### config.mk
export PLATFORM = sky130hd
export DESIGN_NAME = ufo_scheduler
export DESIGN_NICKNAME = d
export VERILOG_FILES = /design/src/rtl/ufo_pkg.sv /design/src/rtl/ufo_slot.sv /design/src/rtl/ufo_scheduler.sv
export SDC_FILE = /design/constraint.sdc
export NUM_CORES = 1
export LEC_CHECK = 0
export BUFFER_PORTS_ARGS = -buffer_cell sky130_fd_sc_hd__clkbuf_2
export CORE_AREA = 3 3 202 155
export DETAILED_ROUTE_END_ITERATION = 8
export DIE_AREA = 0 0 205 158
export GPL_TIMING_DRIVEN = 0
export PLACE_DENSITY = 0.44
export SYNTH_ARGS = -nofsm -noshare
export SYNTH_HDL_FRONTEND = slang
export SYNTH_SLANG_ARGS = --single-unit
### constraint.sdc
create_clock -name clk -period 3.3 [get_ports clk]
set_clock_uncertainty 0.15 [all_clocks]
set_input_delay 0.165 -clock clk [delete_from_list [all_inputs] [get_ports clk]]
set_output_delay 0.165 -clock clk [all_outputs]
set_load 0.01 [all_outputs]
### src/rtl/ufo_pkg.sv
// ---------------------------------------------------------------------------
// ufo_pkg -- shared definitions for the UFO scheduler.
//   state_e   : round FSM encoding, also driven on the scheduler's state port
//   wall_e    : spawn wall codes (which edge of the 8x8 field a UFO enters)
//   draw_t    : one spawn draw (wall + position along that wall)
//   UFO_STEPS : default cells travelled per UFO life
//   LFSR_*    : seed and Galois tap mask of the spawn LFSR
// ---------------------------------------------------------------------------
package ufo_pkg;

    typedef enum logic [1:0] {
        ST_IDLE  = 2'd0,
        ST_SPAWN = 2'd1,
        ST_RUN   = 2'd2,
        ST_END   = 2'd3
    } state_e;

    typedef enum logic [1:0] {
        WALL_TOP    = 2'd0,  // enters at (pos,0), moves y+1
        WALL_RIGHT  = 2'd1,  // enters at (7,pos), moves x-1
        WALL_BOTTOM = 2'd2,  // enters at (pos,7), moves y-1
        WALL_LEFT   = 2'd3   // enters at (0,pos), moves x+1
    } wall_e;

    typedef struct packed {
        logic [1:0] wall;
        logic [2:0] pos;
    } draw_t;

    localparam int          UFO_STEPS = 8;
    localparam logic [15:0] LFSR_SEED = 16'hACE1;
    // x^16+x^14+x^13+x^11+1 in right-shifting Galois form
    localparam logic [15:0] LFSR_TAPS = 16'hB400;

    function automatic logic [15:0] lfsr_next(input logic [15:0] s);
        return {1'b0, s[15:1]} ^ (s[0] ? LFSR_TAPS : 16'h0000);
    endfunction

endpackage

### src/rtl/ufo_slot.sv
// ---------------------------------------------------------------------------
// ufo_slot -- registers and move/respawn logic for a single UFO.
//   clk, reset      : clock, async active-low reset
//   clear           : kill the slot (round end)
//   spawn           : bring the slot to life from draw, steps=0
//   tick            : advance strobe; an alive slot moves one cell, or
//                     respawns from draw once it has used up its steps
//   draw            : wall/pos to use for a spawn or respawn
//   vis, x, y       : current visibility and position
//   nxt_vis/x/y     : next-state values, used to build the registered map
// ---------------------------------------------------------------------------
module ufo_slot
    import ufo_pkg::*;
#(
    parameter int STEPS = UFO_STEPS
) (
    input  logic       clk,
    input  logic       reset,
    input  logic       clear,
    input  logic       spawn,
    input  logic       tick,
    input  draw_t      draw,
    output logic       vis,
    output logic [2:0] x,
    output logic [2:0] y,
    output logic       nxt_vis,
    output logic [2:0] nxt_x,
    output logic [2:0] nxt_y
);

    localparam logic [3:0] STEPS_L = 4'(STEPS);

    logic       alive_q, alive_d;
    logic [3:0] steps_q, steps_d;
    logic [2:0] x_q, x_d, y_q, y_d;
    logic [1:0] wall_q, wall_d;
    logic       expired;

    // A slot that has walked all its steps sits invisible until the next tick.
    assign expired = alive_q && (steps_q == STEPS_L);

    always_comb begin
        alive_d = alive_q;
        steps_d = steps_q;
        x_d     = x_q;
        y_d     = y_q;
        wall_d  = wall_q;
        if (clear) begin
            alive_d = 1'b0;
            steps_d = 4'd0;
            x_d     = 3'd0;
            y_d     = 3'd0;
            wall_d  = 2'd0;
        end else if (spawn || (tick && expired)) begin
            alive_d = 1'b1;
            steps_d = 4'd0;
            wall_d  = draw.wall;
            case (wall_e'(draw.wall))
                WALL_TOP:    begin x_d = draw.pos; y_d = 3'd0;     end
                WALL_RIGHT:  begin x_d = 3'd7;     y_d = draw.pos; end
                WALL_BOTTOM: begin x_d = draw.pos; y_d = 3'd7;     end
                WALL_LEFT:   begin x_d = 3'd0;     y_d = draw.pos; end
            endcase
        end else if (tick && alive_q) begin
            steps_d = steps_q + 4'd1;
            // 3-bit arithmetic gives the mod-8 wrap for free
            case (wall_e'(wall_q))
                WALL_TOP:    y_d = y_q + 3'd1;
                WALL_RIGHT:  x_d = x_q - 3'd1;
                WALL_BOTTOM: y_d = y_q - 3'd1;
                WALL_LEFT:   x_d = x_q + 3'd1;
            endcase
        end
    end

    always_ff @(posedge clk or negedge reset) begin
        if (!reset) begin
            alive_q <= 1'b0;
            steps_q <= 4'd0;
            x_q     <= 3'd0;
            y_q     <= 3'd0;
            wall_q  <= 2'd0;
        end else begin
            alive_q <= alive_d;
            steps_q <= steps_d;
            x_q     <= x_d;
            y_q     <= y_d;
            wall_q  <= wall_d;
        end
    end

    assign vis     = alive_q && (steps_q != STEPS_L);
    assign x       = x_q;
    assign y       = y_q;
    assign nxt_vis = alive_d && (steps_d != STEPS_L);
    assign nxt_x   = x_d;
    assign nxt_y   = y_d;

endmodule

### src/rtl/ufo_scheduler.sv
// ---------------------------------------------------------------------------
// ufo_scheduler -- spawns, moves and collides UFOs on an 8x8 field.
//   clk, reset          : clock, async active-low reset
//   start               : begin a round (only honoured in IDLE)
//   step_tick           : UFO advance strobe
//   level               : round difficulty, level+1 UFOs (latched at start)
//   player_x/player_y   : player cell
//   time_up             : round timer expired
//   cfg_fixed/wall/pos  : force spawn draws instead of using the LFSR
//   ufo_map             : bit x+8*y set where a visible UFO sits
//   hit, timeout        : one-cycle round-end pulses
//   state               : IDLE=0, SPAWN=1, RUN=2, END=3
// ---------------------------------------------------------------------------
module ufo_scheduler
    import ufo_pkg::*;
#(
    parameter int NSLOT = 4,
    parameter int STEPS = UFO_STEPS
) (
    input  logic        clk,
    input  logic        reset,
    input  logic        start,
    input  logic        step_tick,
    input  logic [1:0]  level,
    input  logic [2:0]  player_x,
    input  logic [2:0]  player_y,
    input  logic        time_up,
    input  logic        cfg_fixed,
    input  logic [1:0]  cfg_wall,
    input  logic [2:0]  cfg_pos,
    output logic [63:0] ufo_map,
    output logic        hit,
    output logic        timeout,
    output logic [1:0]  state
);

    state_e      state_q, state_d;
    logic [63:0] map_q, map_d;
    logic        hit_q, hit_d;
    logic        to_q, to_d;
    logic [2:0]  n_act_q, n_act_d;
    logic [2:0]  spawn_idx_q, spawn_idx_d;
    logic [15:0] lfsr_q, lfsr_d;

    logic        in_round, collide, end_round, tick_go;
    draw_t       draw;

    logic [NSLOT-1:0]       slot_spawn, slot_vis, nxt_vis;
    logic [NSLOT-1:0][2:0]  slot_x, slot_y, nxt_x, nxt_y;

    assign in_round = (state_q == ST_SPAWN) || (state_q == ST_RUN);
    assign lfsr_d   = lfsr_next(lfsr_q);
    assign draw     = cfg_fixed ? draw_t'{wall: cfg_wall,    pos: cfg_pos}
                                : draw_t'{wall: lfsr_q[1:0], pos: lfsr_q[4:2]};

    always_comb begin
        collide = 1'b0;
        for (int i = 0; i < NSLOT; i++) begin
            if (slot_vis[i] && (slot_x[i] == player_x) && (slot_y[i] == player_y))
                collide = 1'b1;
        end
        collide = collide && in_round;
    end

    // Round end beats any tick in the same cycle: the slots are cleared.
    assign end_round = in_round && (collide || time_up);
    assign tick_go   = in_round && step_tick && !end_round;

    for (genvar i = 0; i < NSLOT; i++) begin : g_slot
        assign slot_spawn[i] = tick_go && (state_q == ST_SPAWN) && (spawn_idx_q == 3'(i));

        ufo_slot #(.STEPS(STEPS)) u_slot (
            .clk     (clk),
            .reset   (reset),
            .clear   (end_round),
            .spawn   (slot_spawn[i]),
            .tick    (tick_go),
            .draw    (draw),
            .vis     (slot_vis[i]),
            .x       (slot_x[i]),
            .y       (slot_y[i]),
            .nxt_vis (nxt_vis[i]),
            .nxt_x   (nxt_x[i]),
            .nxt_y   (nxt_y[i])
        );
    end

    // Map is built from next-state positions so it lines up with the slots.
    always_comb begin
        map_d = '0;
        if (in_round && !end_round) begin
            for (int i = 0; i < NSLOT; i++) begin
                if (nxt_vis[i]) map_d[{nxt_y[i], nxt_x[i]}] = 1'b1;
            end
        end
    end

    always_comb begin
        state_d     = state_q;
        n_act_d     = n_act_q;
        spawn_idx_d = spawn_idx_q;
        hit_d       = 1'b0;
        to_d        = 1'b0;
        case (state_q)
            ST_IDLE: begin
                if (start) begin
                    state_d     = ST_SPAWN;
                    spawn_idx_d = 3'd0;
                    if (int'(level) + 1 > NSLOT) n_act_d = 3'(NSLOT);
                    else                         n_act_d = {1'b0, level} + 3'd1;
                end
            end
            ST_SPAWN: begin
                if (end_round) begin
                    state_d = ST_END;
                    hit_d   = collide;
                    to_d    = !collide;
                end else if (tick_go) begin
                    spawn_idx_d = spawn_idx_q + 3'd1;
                    if (spawn_idx_q == n_act_q - 3'd1) state_d = ST_RUN;
                end
            end
            ST_RUN: begin
                if (end_round) begin
                    state_d = ST_END;
                    hit_d   = collide;
                    to_d    = !collide;
                end
            end
            ST_END: state_d = ST_IDLE;
        endcase
    end

    always_ff @(posedge clk or negedge reset) begin
        if (!reset) begin
            state_q     <= ST_IDLE;
            map_q       <= '0;
            hit_q       <= 1'b0;
            to_q        <= 1'b0;
            n_act_q     <= 3'd0;
            spawn_idx_q <= 3'd0;
            lfsr_q      <= LFSR_SEED;
        end else begin
            state_q     <= state_d;
            map_q       <= map_d;
            hit_q       <= hit_d;
            to_q        <= to_d;
            n_act_q     <= n_act_d;
            spawn_idx_q <= spawn_idx_d;
            lfsr_q      <= lfsr_d;
        end
    end

    assign ufo_map = map_q;
    assign hit     = hit_q;
    assign timeout = to_q;
    assign state   = state_q;

endmodule

Yosys cells after proc, flatten, opt, wreduce, memory -nomap -nowiden
Index checks and enable logic that the tools add are counted.

word-level totals
  word-level logic and storage cells = 279
  output and inout port bits = 68
  flip-flop bits (word level) = 142
  input port bits = 19

operators by class
  add/subtract/negate cells = 24
  bitwise gates (word level) = 4
  mux-type cells = 99
  magnitude comparators = 9
  equal/unequal tests = 48
  reductions and logical operators = 68

operators by type and width
  kind                   count
  $mux W64               8
  $or A64 B64 Y64        3
  $mux W3                28
  $pmux W3 S2            9
  $mux W4                12
  $logic_and A1 B1 Y1    42
  $ne A4 B4 Y1 const B   8
  $lt A6 B7 Y1 const B   4
  $add A3 B1 Y3 const B  9
  $eq A3 B3 Y1           9
  $sub A3 B1 Y3 const B  9
  $mux W2                13
  $demux W1 S6           4
  $eq A2 B2 Y1 const B   12
  $ge A6 B1 Y1 const B   4
  $mux W1                20
  $pmux W3 S3            2
  $add A4 B1 Y4 const B  4
  $eq A4 B4 Y1 const B   4
  $mux W16               1
  $xor A15 B16 Y16       1
  $eq A2 B1 Y1 const B   6
  $logic_not A2 Y1       6
  $reduce_bool A2 Y1     5
  other kinds (15)       29

Longest topological paths before layout
  depth after elaboration = 33
  gate-level depth with buffers = 17
  mapped depth without buffers = 13

Cells and area by module
A second synthesis with hierarchy kept.

unflattened totals
  cell total of the unflattened synthesis = 916
  area, all modules = 8511.9 um^2

by module, submodules not included
  module                           cells each  instances  area an instance (um^2)  seq. area each (um^2)
  ufo_scheduler                    570         1          5225.0                   2262.2
  ufo_slot (g_slot[0].u_slot ...)  87          3          824.5                    325.3
  ufo_slot (g_slot[3].u_slot)      85          1          813.3                    325.3

Worst setup path before layout
Ideal clock, no wire load.

  path type = reg-to-reg
  from = register g_slot[1].u_slot.steps_q[0]
  to = register map_q[16] (netlist: ufo_map[16])
  path slack = -251 ps
  period minus slack after synthesis = 3551 ps
  path buffers = 3
  library setup time = 78 ps
  arrival time = 3323 ps
  data required time = 3072 ps
  stages on the path, launching flop included = 17
  cell sequence = dfrtp_1 -> inv_1 -> ha_1 -> nand2_1 -> o21ai_0 -> nor4_1 -> or4_1 -> buf_2 -> buf_6 -> buf_6 -> nor3_2 -> xnor2_1 -> a211o_1 -> inv_1 -> nor3_2 -> a22oi_1 -> a21oi_1

on the way
  elaborated cells on any way between the ends = 116
  classes of those cells = add/sub (1); order compare (8); eq/ne (6); mux (63); bitwise (3); reduce/logical (35)

RTL lines
  element                               RTL line              text
  start, declared                       ufo_slot.sv:34        logic [3:0] steps_q, steps_d;
  start signal, assigned                ufo_slot.sv:85        steps_q <= steps_d;
  $ne A4 B4 Y1 (*)                      ufo_slot.sv:92        assign vis = alive_q && (steps_q != STEPS_L);
  $logic_and A1 B1 Y1 (*)               ufo_slot.sv:92
  $logic_and A1 B1 Y1 (*) (2 in a row)  ufo_scheduler.sv:59   if (slot_vis[i] && (slot_x[i] == player_x) && (slot_y[i] == player_y))
  $mux W1 (*) (3 in a row)              ufo_scheduler.sv:59
  $logic_and A1 B1 Y1 (*)               ufo_scheduler.sv:62   collide = collide && in_round;
  $logic_or A1 B1 Y1 (*)                ufo_scheduler.sv:66   assign end_round = in_round && (collide || time_up);
  $logic_and A1 B1 Y1 (*)               ufo_scheduler.sv:66
  $logic_not A1 Y1                      ufo_scheduler.sv:67   assign tick_go = in_round && step_tick && !end_round;
  [... 6 more ...]                      --
  via g_slot[2].u_slot.nxt_y[2]         ufo_slot.sv:28        output logic [2:0] nxt_y
  [... 3 more ...]                      --
  $demux W1 S6 (*)                      ufo_scheduler.sv:93   if (nxt_vis[i]) map_d[{nxt_y[i], nxt_x[i]}] = 1'b1;
  $or A64 B64 Y64 (no source line) (*)  --
  $mux W64 (*)                          ufo_scheduler.sv:93
  $mux W64 (*)                          ufo_scheduler.sv:91   if (in_round && !end_round) begin
  $or A64 B64 Y64 (no source line)      --
  $mux W64 (*)                          ufo_scheduler.sv:93
  $mux W64 (*)                          ufo_scheduler.sv:91
  via map_d[16]                         ufo_scheduler.sv:38   logic [63:0] map_q, map_d;
  end signal, assigned                  ufo_scheduler.sv:145  map_q <= map_d;
  end, declared                         ufo_scheduler.sv:38

The timed path passes the listed nets; every way through them passes the cells marked *. The select of a mux whose other input is x is not followed.
A chain may end at the register's enable or synchronous reset.

Final worst setup path
  from = register g_slot[2].u_slot.steps_q[0]
  to = register map_q[17] (netlist: ufo_map[17])

on the way
  word-level cells in the longest chain between the ends = 31
  elaborated cells on any way between the ends = 115
  classes of those cells = add/sub (1); order compare (8); eq/ne (6); mux (62); bitwise (3); reduce/logical (35)

ends and longest elaborated chain
  element                           RTL line
  start, declared                   ufo_slot.sv:34
  start signal, assigned            ufo_slot.sv:85
  $ne A4 B4 Y1                      ufo_slot.sv:92
  $logic_and A1 B1 Y1               ufo_slot.sv:92
  $logic_and A1 B1 Y1 (2 in a row)  ufo_scheduler.sv:59
  $mux W1 (2 in a row)              ufo_scheduler.sv:59
  $logic_and A1 B1 Y1               ufo_scheduler.sv:62
  $logic_or A1 B1 Y1                ufo_scheduler.sv:66
  $logic_and A1 B1 Y1               ufo_scheduler.sv:66
  $logic_not A1 Y1                  ufo_scheduler.sv:67, ufo_scheduler.sv:91
  [... 14 more ...]                 --
  $mux W64                          ufo_scheduler.sv:91
  $or A64 B64 Y64 (no source line)  --
  $mux W64                          ufo_scheduler.sv:93
  $mux W64                          ufo_scheduler.sv:91
  $or A64 B64 Y64 (no source line)  --
  $mux W64                          ufo_scheduler.sv:93
  $mux W64 (*)                      ufo_scheduler.sv:91
  via map_d[17]                     ufo_scheduler.sv:38

Marks and branches as above.

==> metrics.csv <==
metric,value,unit
Reg-to-Reg End,ufo_map[17],
hold_sp,cfg_wall[0],
leading area contributor after synthesis,dfrtp_1,
final WL,39600,µm
Die W,205,µm
maximum clock insertion buffer count,2,
Worst slew margin,0.328,
worst endpoint required time,3.50,ns
top cell type's share of synthesized area,0.381,
"most common cell after layout, fill and taps aside",buf_4,
total of max-cap violations,0,
Layout Nets,1270,
Cells after Synth,932,
Synth Cell Area,8810,µm²
Wirelength per Cell,24.3,µm
Antenna Nets Post-Route,0,
first-pass GRT wire length,56600,µm
Syn Nets,978,
drt drc,5,
Setup WS post-layout,-0.636,ns
final worst path period need,3.94,ns
n_diodes,0,
reg2reg path depth,17,
clk slew on worst S/H paths,0.07,ns
HPWL Detailed,26300,µm
post-synthesis cell type count,77,
total power divided by cell area,479,nW/µm²
Die ar.,32400,µm²
"EDFF count, synth",0,
P&R area growth vs syn,59.6,%
final number of hold-violating endpoints,0,
via total after detailed routing,9428,
area of the multi-input gates,6550,µm²
register area,3570,µm²
R2R Setup Slk,-0.64,ns
worst path arrival time,4.13,ns
chip height,158,µm
Post-synth top flop,dfrtp_1,
Worst Hold Class,in2reg,
total grt overflow,0,
Initial Utilization,0.302,
routability cong.,0.945,
layout cells sized above 1,0.528,
Syn. warnings,0,
"Seq/Total Area, Yosys",0.405,
peak supply drop,0.233,mV
syn_area_per_cell,9.45,µm²
Slew Limit Fails,0,
Area after DPL,9920,µm²
Fillers,2705,
failing checks,"design-rule violations, negative setup slack",
total CTS buffers,17,
most frequent cells in the layout,"139 x buf_4, 132 x dfrtp_1, 87 x clkbuf_2",
WS Path Type,reg2reg,
Worst-Margin Slew,1.01,ns
fin util,0.482,
# setup viols final,64,
top post-synthesis cells by area,"dfrtp_1 38%, a22oi_1 8.1%, a21oi_1 4.8%, nor2_1 3.4%, xnor2_1 3.2%",
Final Cycle Share,1.19,
outcome,"finished, violations left",
r2r startpoint,g_slot[2].u_slot.steps_q[0],
Port Buffer Count,83,
initial antenna violation count,1,
gr usage total,0.237,
CORE AREA,29200,µm²
maximum number of pins on one net before global-route repair,77,
design area,14100,µm²
CTS tree,done,
vias in the first global route,8913,
RSZ-0062 raised after global routing,yes,
Leak,5.66,nW
crit start category,flip-flop,
I/O pin total,87,
crit-path max FO,8,
root buffer cell,clkbuf_16,
1st-pass router iterations,9,
H-tree depth,4,
FP Rows,54,
vias per inst,5.79,
First DRT Iteration DRCs,1054,
Place WS,-1.73,ns
CP Capture Type,flip-flop,
clk sinks,142,
Design Power,6.74,mW
Worst Hold Depth,3,
Peak Freq,254,MHz
"flops & latches, synth",142,
Hold Path Sink,g_slot[0].u_slot.wall_q[0],
worst skew pair latency,0.44,ns
asr flop ratio synth,1.00,
[worst max-delay path, cell delays in order, from the launching register on]
cell and delay [ns]:
dfrtp_1 0.42, inv_2 0.09, ha_4 0.13, a21o_1 0.17, nor4_4 0.08, or4_4 0.66, buf_12 0.20, buf_12 0.15
buf_12 0.15, o21ai_4 0.12, a221o_1 0.30, nand3b_1 0.12, buf_6 0.15, buf_12 0.12, nor3_4 0.41, buf_4 0.19
a22oi_2 0.08, a21oi_2 0.15
[layout make-up]
type,count,share of cell area
plain buffers,35,0.0213
clock buffers,19,0.0315
clock inverters,13,0.0134
inverters,39,0.0117
multi-input cells,711,0.466
flip-flops and latches,142,0.254
well taps,392,0.0349
repair buffers,278,0.167
[kinds of logic (layout without fill, tap and decap cells)]
group                      after synthesis  after routing  synth area share
AOI/OAI and AO/OA                      298            298             0.240
xor gates and xnor gates                52             52            0.0517
adders and majority gates               27             27            0.0452
buffers and inverters                   79            384            0.0376
DFF                                    142            142             0.405
muxes                                   17             17            0.0199
and+or+nand+nor                        317            317             0.201
[how the worst max path moves through the flow]
stage                                           start     endpoint  slack, ns  cells past startpoint
after floorplan           g_slot[1].u_slot.steps_q[0]  ufo_map[48]      -0.14                     14
after global placement    g_slot[0].u_slot.steps_q[0]  ufo_map[37]      -1.84                     15
after detailed placement  g_slot[0].u_slot.steps_q[0]  ufo_map[37]      -1.73                     15
after CTS                 g_slot[1].u_slot.steps_q[0]  ufo_map[24]      -0.57                     16
after global routing      g_slot[2].u_slot.steps_q[0]  ufo_map[46]      -0.70                     13
final                     g_slot[2].u_slot.steps_q[0]  ufo_map[17]      -0.64                     17
[cells in the mapped netlist, types with 3 or more instances]
cell / n
nor4_1: 7
xnor2_1: 32
nor3_2: 14
mux2_2: 4
nor4_2: 3
buf_2: 13
a21oi_1: 84
a21o_1: 3
nand3_1: 14
and3_1: 5
a222oi_1: 16
a22oi_1: 95
or2_2: 7
ha_1: 19
a311oi_1: 5
dfrtp_1: 134
a31oi_1: 5
a211oi_1: 10
mux2i_1: 13
nor2b_1: 18
nand2_1: 59
buf_1: 6
nor2_2: 3
o31ai_1: 5
fa_1: 8
a41oi_1: 3
clkbuf_1: 18
o21ai_0: 31
and2_1: 10
nand2b_1: 11
nor3_4: 4
nor3_1: 33
nand4_1: 9
nor2_4: 4
inv_1: 38
xor2_1: 20
a311oi_2: 6
dfstp_2: 8
nand3b_1: 7
or4_1: 5
o21ai_1: 4
nor2_1: 79
or3_1: 12
[stage by stage]
stage / cells / TNS, ns / hold slack [ns]
after floorplan: 932 / -5.61 / -0.281
after global placement: 1407 / -227.90 / 0.192
after detailed placement: 1408 / -129.36 / 0.107
after CTS: 1578 / -31.23 / 0.141
after global routing: 1629 / -37.26 / 0.162
final: 1629 / -33.14 / 0.133
[flip-flops by register name (all words and copies together) (netlist names)]
signal / count
g_slot.u_slot.alive_q: 4
g_slot.u_slot.steps_q: 16
g_slot.u_slot.wall_q: 8
g_slot.u_slot.x: 12
g_slot.u_slot.y: 12
hit: 1
lfsr_q: 16
n_act_q: 3
spawn_idx_q: 3
state: 2
timeout: 1
ufo_map: 64
[repair_timing]
item                                   in CTS  in global routing
setup endpoints to repair                 106                 76
cloned                                      2                  2
pin swaps                                 144                110
endpoints found under the hold margin      78                  0
setup buffers                             140                 58
gates resized for setup                   287                137
hold buffers                                6                  0
[routing by layer]
layer  track usage  wire (µm)
met1         0.355      18200
met2         0.324      16400
met3        0.0808       4410
met4        0.0559        610
met5             0         13
[report_power, final]
part | internal, mW | switching, mW
sequential | 1.85 | 0.146
combinational | 0.939 | 1.68
clock | 1.29 | 0.831
Note: power is estimated with default switching activity, not from simulation.
